File: config.mk
export PLATFORM = sky130hd
export DESIGN_NAME = br_resolve_queue
export DESIGN_NICKNAME = d
export VERILOG_FILES = /design/src/rtl/br_resolve_queue.sv
export SDC_FILE = /design/constraint.sdc
export NUM_CORES = 1
export LEC_CHECK = 0
export CAP_MARGIN = 30
export CORE_MARGIN = 2
export CORE_UTILIZATION = 49
export DETAILED_ROUTE_END_ITERATION = 10
export DONT_BUFFER_PORTS = 1
export PLACE_DENSITY = 0.7
export SETUP_SLACK_MARGIN = 0.3
export SLEW_MARGIN = 20
export SYNTH_ARGS = -nofsm -noshare
export SYNTH_HDL_FRONTEND = slang
export SYNTH_SLANG_ARGS = --single-unit
File: constraint.sdc
create_clock -name clk -period 10.7 [get_ports clk]
set_clock_uncertainty 0.05 [all_clocks]
set_input_delay 2.675 -clock clk [delete_from_list [all_inputs] [get_ports clk]]
set_output_delay 2.675 -clock clk [all_outputs]
set_load 0.1 [all_outputs]
File: src/rtl/br_resolve_queue.sv
// br_resolve_queue: resolved-branch update queue with mispredict redirect.
// Ports: clk/rst; ex_* candidate in, ex_ready out; redirect_* flush out;
//        upd_en pop in; fact_*/predict_*_fail head entry out; stat_* counters.
module br_resolve_queue #(
    parameter int DEPTH = 4
) (
    input  logic        clk,
    input  logic        rst,
    input  logic        ex_valid,
    output logic        ex_ready,
    input  logic [31:0] ex_pc,
    input  logic [1:0]  ex_btype,
    input  logic        ex_taken,
    input  logic [31:0] ex_tpc,
    input  logic [1:0]  ex_pred_taken,
    input  logic [31:0] ex_pred_pc,
    output logic        redirect_valid,
    output logic [31:0] redirect_pc,
    input  logic        upd_en,
    output logic [31:0] fact_pc,
    output logic [31:0] fact_tpc,
    output logic        fact_taken,
    output logic        predict_dir_fail,
    output logic        predict_add_fail,
    output logic [31:0] stat_br,
    output logic [31:0] stat_miss
);
    localparam int AW = $clog2(DEPTH);
    localparam logic [AW:0] FULL_CNT = (AW+1)'(DEPTH);

    typedef struct packed {
        logic [31:0] pc;
        logic [31:0] tpc;
        logic        taken;
        logic        dir_fail;
        logic        add_fail;
    } entry_t;

    entry_t        mem [DEPTH];
    entry_t        head;
    logic [AW-1:0] wr_ptr;
    logic [AW-1:0] rd_ptr;
    logic [AW:0]   count;

    logic pt;
    logic dir_fail;
    logic add_fail;
    logic miss;
    logic empty;
    logic full;
    logic accept;
    logic pop;

    assign pt       = (ex_pred_taken != 2'b00);
    assign dir_fail = (pt != ex_taken);
    assign add_fail = ex_taken && pt && (ex_pred_pc != ex_tpc);
    assign miss     = dir_fail || add_fail;

    assign empty    = (count == '0);
    assign full     = (count == FULL_CNT);
    // Ready ignores a same-cycle pop so it never depends on upd_en.
    assign ex_ready = !full;
    assign accept   = ex_valid && ex_ready && (ex_btype != 2'b00);
    assign pop      = upd_en && !empty;

    assign head     = mem[rd_ptr];
    assign fact_pc  = head.pc;
    assign fact_tpc = head.tpc;
    // Flags gate predictor writes, so stale storage must not leak out.
    assign fact_taken       = head.taken    && !empty;
    assign predict_dir_fail = head.dir_fail && !empty;
    assign predict_add_fail = head.add_fail && !empty;

    always_ff @(posedge clk) begin
        if (accept) begin
            mem[wr_ptr] <= '{pc: ex_pc, tpc: ex_tpc, taken: ex_taken,
                             dir_fail: dir_fail, add_fail: add_fail};
        end
    end

    always_ff @(posedge clk or posedge rst) begin
        if (rst) begin
            wr_ptr         <= '0;
            rd_ptr         <= '0;
            count          <= '0;
            redirect_valid <= 1'b0;
            redirect_pc    <= '0;
            stat_br        <= '0;
            stat_miss      <= '0;
        end else begin
            if (accept) wr_ptr <= wr_ptr + AW'(1);
            if (pop)    rd_ptr <= rd_ptr + AW'(1);
            case ({accept, pop})
                2'b10:   count <= count + (AW+1)'(1);
                2'b01:   count <= count - (AW+1)'(1);
                default: count <= count;
            endcase
            redirect_valid <= accept && miss;
            if (accept && miss) begin
                redirect_pc <= ex_taken ? ex_tpc : ex_pc + 32'd4;
            end
            if (accept && stat_br != 32'hFFFF_FFFF) begin
                stat_br <= stat_br + 32'd1;
            end
            if (accept && miss && stat_miss != 32'hFFFF_FFFF) begin
                stat_miss <= stat_miss + 32'd1;
            end
        end
    end
endmodule
==> summary.md <==
| Metric | Value |
|---|---|
| CTS sink cnt | 372 |
| Die ar. | 33800 um^2 |
| Layout cell share with drive strength beyond 1 | 20.7% |
| Number of global-route vias before repair | 8684 |
| Die width | 184 um |
| Met3 WL | 3930 um |
| GPL Wtd Cong | 0.842 |
| Starting Density | 50.0% |
| Synthesized area | 15900 um^2 |
| Initial drt markers | 568 |
| Number of port buffers | 0 |
| Hold_buf cts | 0 |
| HP Class | flip-flop to flip-flop |
| CP Depth | 3 |
| Residual DRC | 0 |
| Diodes inserted | 0 |
| Post-Syn Nets | 1068 |
| Fin. max-slew vios | 0 |
| Final hold vios | 0 |
| WL per Instance | 26.0 um |
| Critical-path top delay cell | dfrtp_4 |
| Num CTS Buffers | 41 |
| H-Tree Depth | 2 |
| WP data required | 7.98 ns |
| Final ANT Viol Nets | 0 |
| Buffer and inverter count on the worst path | 1 |
| Syn Area/Cell | 16.7 um^2 |
| Post-synth ARST share | 28.0% |
| Slew margin rel. | 31.7% |
| IO Pins | 270 |
| Largest net degree at the start of global routing | 67 |
| Crit Path Class | flip-flop to primary output |
| DR vias | 8535 |
| CTS tree | yes |
| DPL Wire Length | 24500 um |
| Status | complete, no violations |
| Post-synthesis cell count | 953 |
| Nets | 1117 |
| Main area contributors after synthesis | edfxtp_1 (51%), dfrtp_1 (16%), mux4_2 (9.5%) |
| CP max stage delay | 0.93 ns |
| Reg2Reg Depth | 6 |
| Met2 WL post-DR | 18200 um |
| Wirelength, routed | 37400 um |
| CP Capture Type | primary output |
| CP Launch Type | flip-flop |
| Die Ht | 184 um |
| Highest routed layer | met5 |
| Share of the synthesized area in the top cell type | 50.7% |
| Synth area leader | edfxtp_1 |
| Clk Latency, worst-skew pair | 0.53 ns |
| Arr. time, crit path | 3.35 ns |
| # setup viols final | 0 |
| Period utilization | 56.7% |
| CP max FO | 36 |
| Global-route usage over all layers | 21.9% |
| WHS Path Cells | 1 |
| DR vias/cell | 5.94 |
| RSZ-0062 raised after global routing | false |
| Post-synth EDFFs | 268 |
| First-pass iteration count of the detailed router | 4 |
| Fill cell count | 2404 |
| Core area | 31700 um^2 |
| Root buf cell | clkbuf_16 |
| Area Overhead vs Synth | 14.7% |
| CTS Buffer Depth | 3 |
| Fmax | 165 MHz |
| CTS clk-pin slew, worst paths | 0.06 ns |
| Sequential fraction of the synthesis area | 67.1% |
| Wire length on met1 | 14700 um |
| Synth Flop Type | edfxtp_1 |
| Worst path top cell family by delay | flip-flops |
| Post-cts gate resize count | 0 |
| GRT overflow | 0 |
| Max Cap Viol | 0 |
| Unique cell type count in the Yosys netlist | 61 |
| Initial antenna violation count | 1 |
| First-pass GRT wire length | 54800 um |
| #FFs+latches synth | 372 |
| Setup Fix Bufs, Post-CTS | 0 |
| TNS Setup | 0 ns |
| Critical path cell sequence | buf_4 -> mux4_2 -> and2_1 |
| Tmin final | 6.07 ns |
| Row count | 65 |
| Tightest Pin Transition | 1.02 ns |
| Ys Warns | 0 |
==> kinds of logic after synthesis <==
logic type / count (synthesis) / share of synthesized area, %
AND/OR/NAND/NOR: 213 / 7.63
AO/OA/AOI/OAI: 74 / 3.33
flip-flops: 372 / 67.1
adder cells (fa/ha/maj): 10 / 0.836
multiplexers: 103 / 12.5
XOR/XNOR: 127 / 7.01
buffers and inverters: 54 / 1.55
==> cells in the mapped netlist (all sizes together), types with 2 or more instances <==
cell type	number
or2	2
ha	9
or3	3
mux2i	4
nand3	25
a2111oi	6
and3	20
mux2	32
o21ai	32
a31oi	2
xor2	51
mux4	67
and2	16
inv	15
nand2	70
a211oi	18
a21oi	8
xnor2	76
nor3	7
nor4	5
edfxtp	268
nand2b	2
nand4	36
and4	12
nor2	11
a21boi	2
or4b	2
dfrtp	104
clkbuf	23
buf	16
==> final cells by class <==
class / instances / area, um^2 / area share (%)
sequential: 372 / 10700 / 58.5
multi-input combinational: 527 / 4980 / 27.4
clock buffer: 56 / 1100 / 6.05
timing repair buffer: 45 / 696 / 3.82
tap: 402 / 503 / 2.76
clock inverter: 19 / 205 / 1.13
inverter: 15 / 58.8 / 0.323
==> metal layers <==
metal | vias to the layer above | GRT usage (%)
met5 | - | 0
met4 | 2 | 5.06
met3 | 47 | 8.62
met2 | 316 | 35.7
met1 | 4413 | 27.9
li1 | 3757 | -
==> worst paths after layout <==
path / from / end / slack [ns]
min: count[2]$_DFFE_PP0P_ / count[2]$_DFFE_PP0P_ / 0.48
min reg2reg: count[2]$_DFFE_PP0P_ / count[2]$_DFFE_PP0P_ / 0.48
max reg2reg: stat_miss[19]$_DFFE_PP0P_ / stat_miss[13]$_DFFE_PP0P_ / 7.48
min in group asynchronous: rst / rd_ptr[0]$_DFFE_PP0P_ / 1.99
max: rd_ptr[0]$_DFFE_PP0P_ / fact_taken / 4.63
max in group asynchronous: rst / redirect_pc[22]$_DFFE_PP0P_ / 7.66
==> state kept, by name (all words and copies together), names as in the netlist <==
register / flops
rd_ptr: 2
mem: 268
count: 3
stat_miss: 32
redirect_pc: 32
redirect_valid: 1
stat_br: 32
wr_ptr: 2
==> cells in the final DEF (no fill, tap or decap), drive strengths merged, types with 5 or more instances in the layout <==
| cell | instances |
|---|---|
| edfxtp | 268 |
| dfrtp | 104 |
| xnor2 | 76 |
| nand2 | 70 |
| clkbuf | 70 |
| mux4 | 67 |
| xor2 | 51 |
| nand4 | 36 |
| o21ai | 32 |
| mux2 | 32 |
| buf | 31 |
| nand3 | 25 |
| and3 | 20 |
| a211oi | 18 |
| inv | 17 |
| and2 | 16 |
| clkinv | 13 |
| and4 | 12 |
| nor2 | 11 |
| ha | 9 |
| a21oi | 8 |
| nor3 | 7 |
| a2111oi | 6 |
| nor4 | 5 |
==> per-stage QoR <==
| stage | hold WS (ns) | cells | setup WS, ns | util, % | area, um^2 |
|---|---|---|---|---|---|
| final | 0.480 | 1436 | 4.63 | 57.4 | 18200 |
| after CTS | 0.481 | 1405 | 4.49 | 55.8 | 17700 |
| after detailed placement | 0.474 | 1330 | 4.47 | 51.7 | 16400 |
| after global routing | 0.500 | 1436 | 4.36 | 57.4 | 18200 |
| after floorplan | 0.432 | 953 | 5.24 | - | 15900 |
| after global placement | 0.464 | 1323 | 4.52 | 51.3 | 16300 |
Power is not shown: default switching activity piles up to over one toggle a cycle in this logic, so the estimate is an artifact.
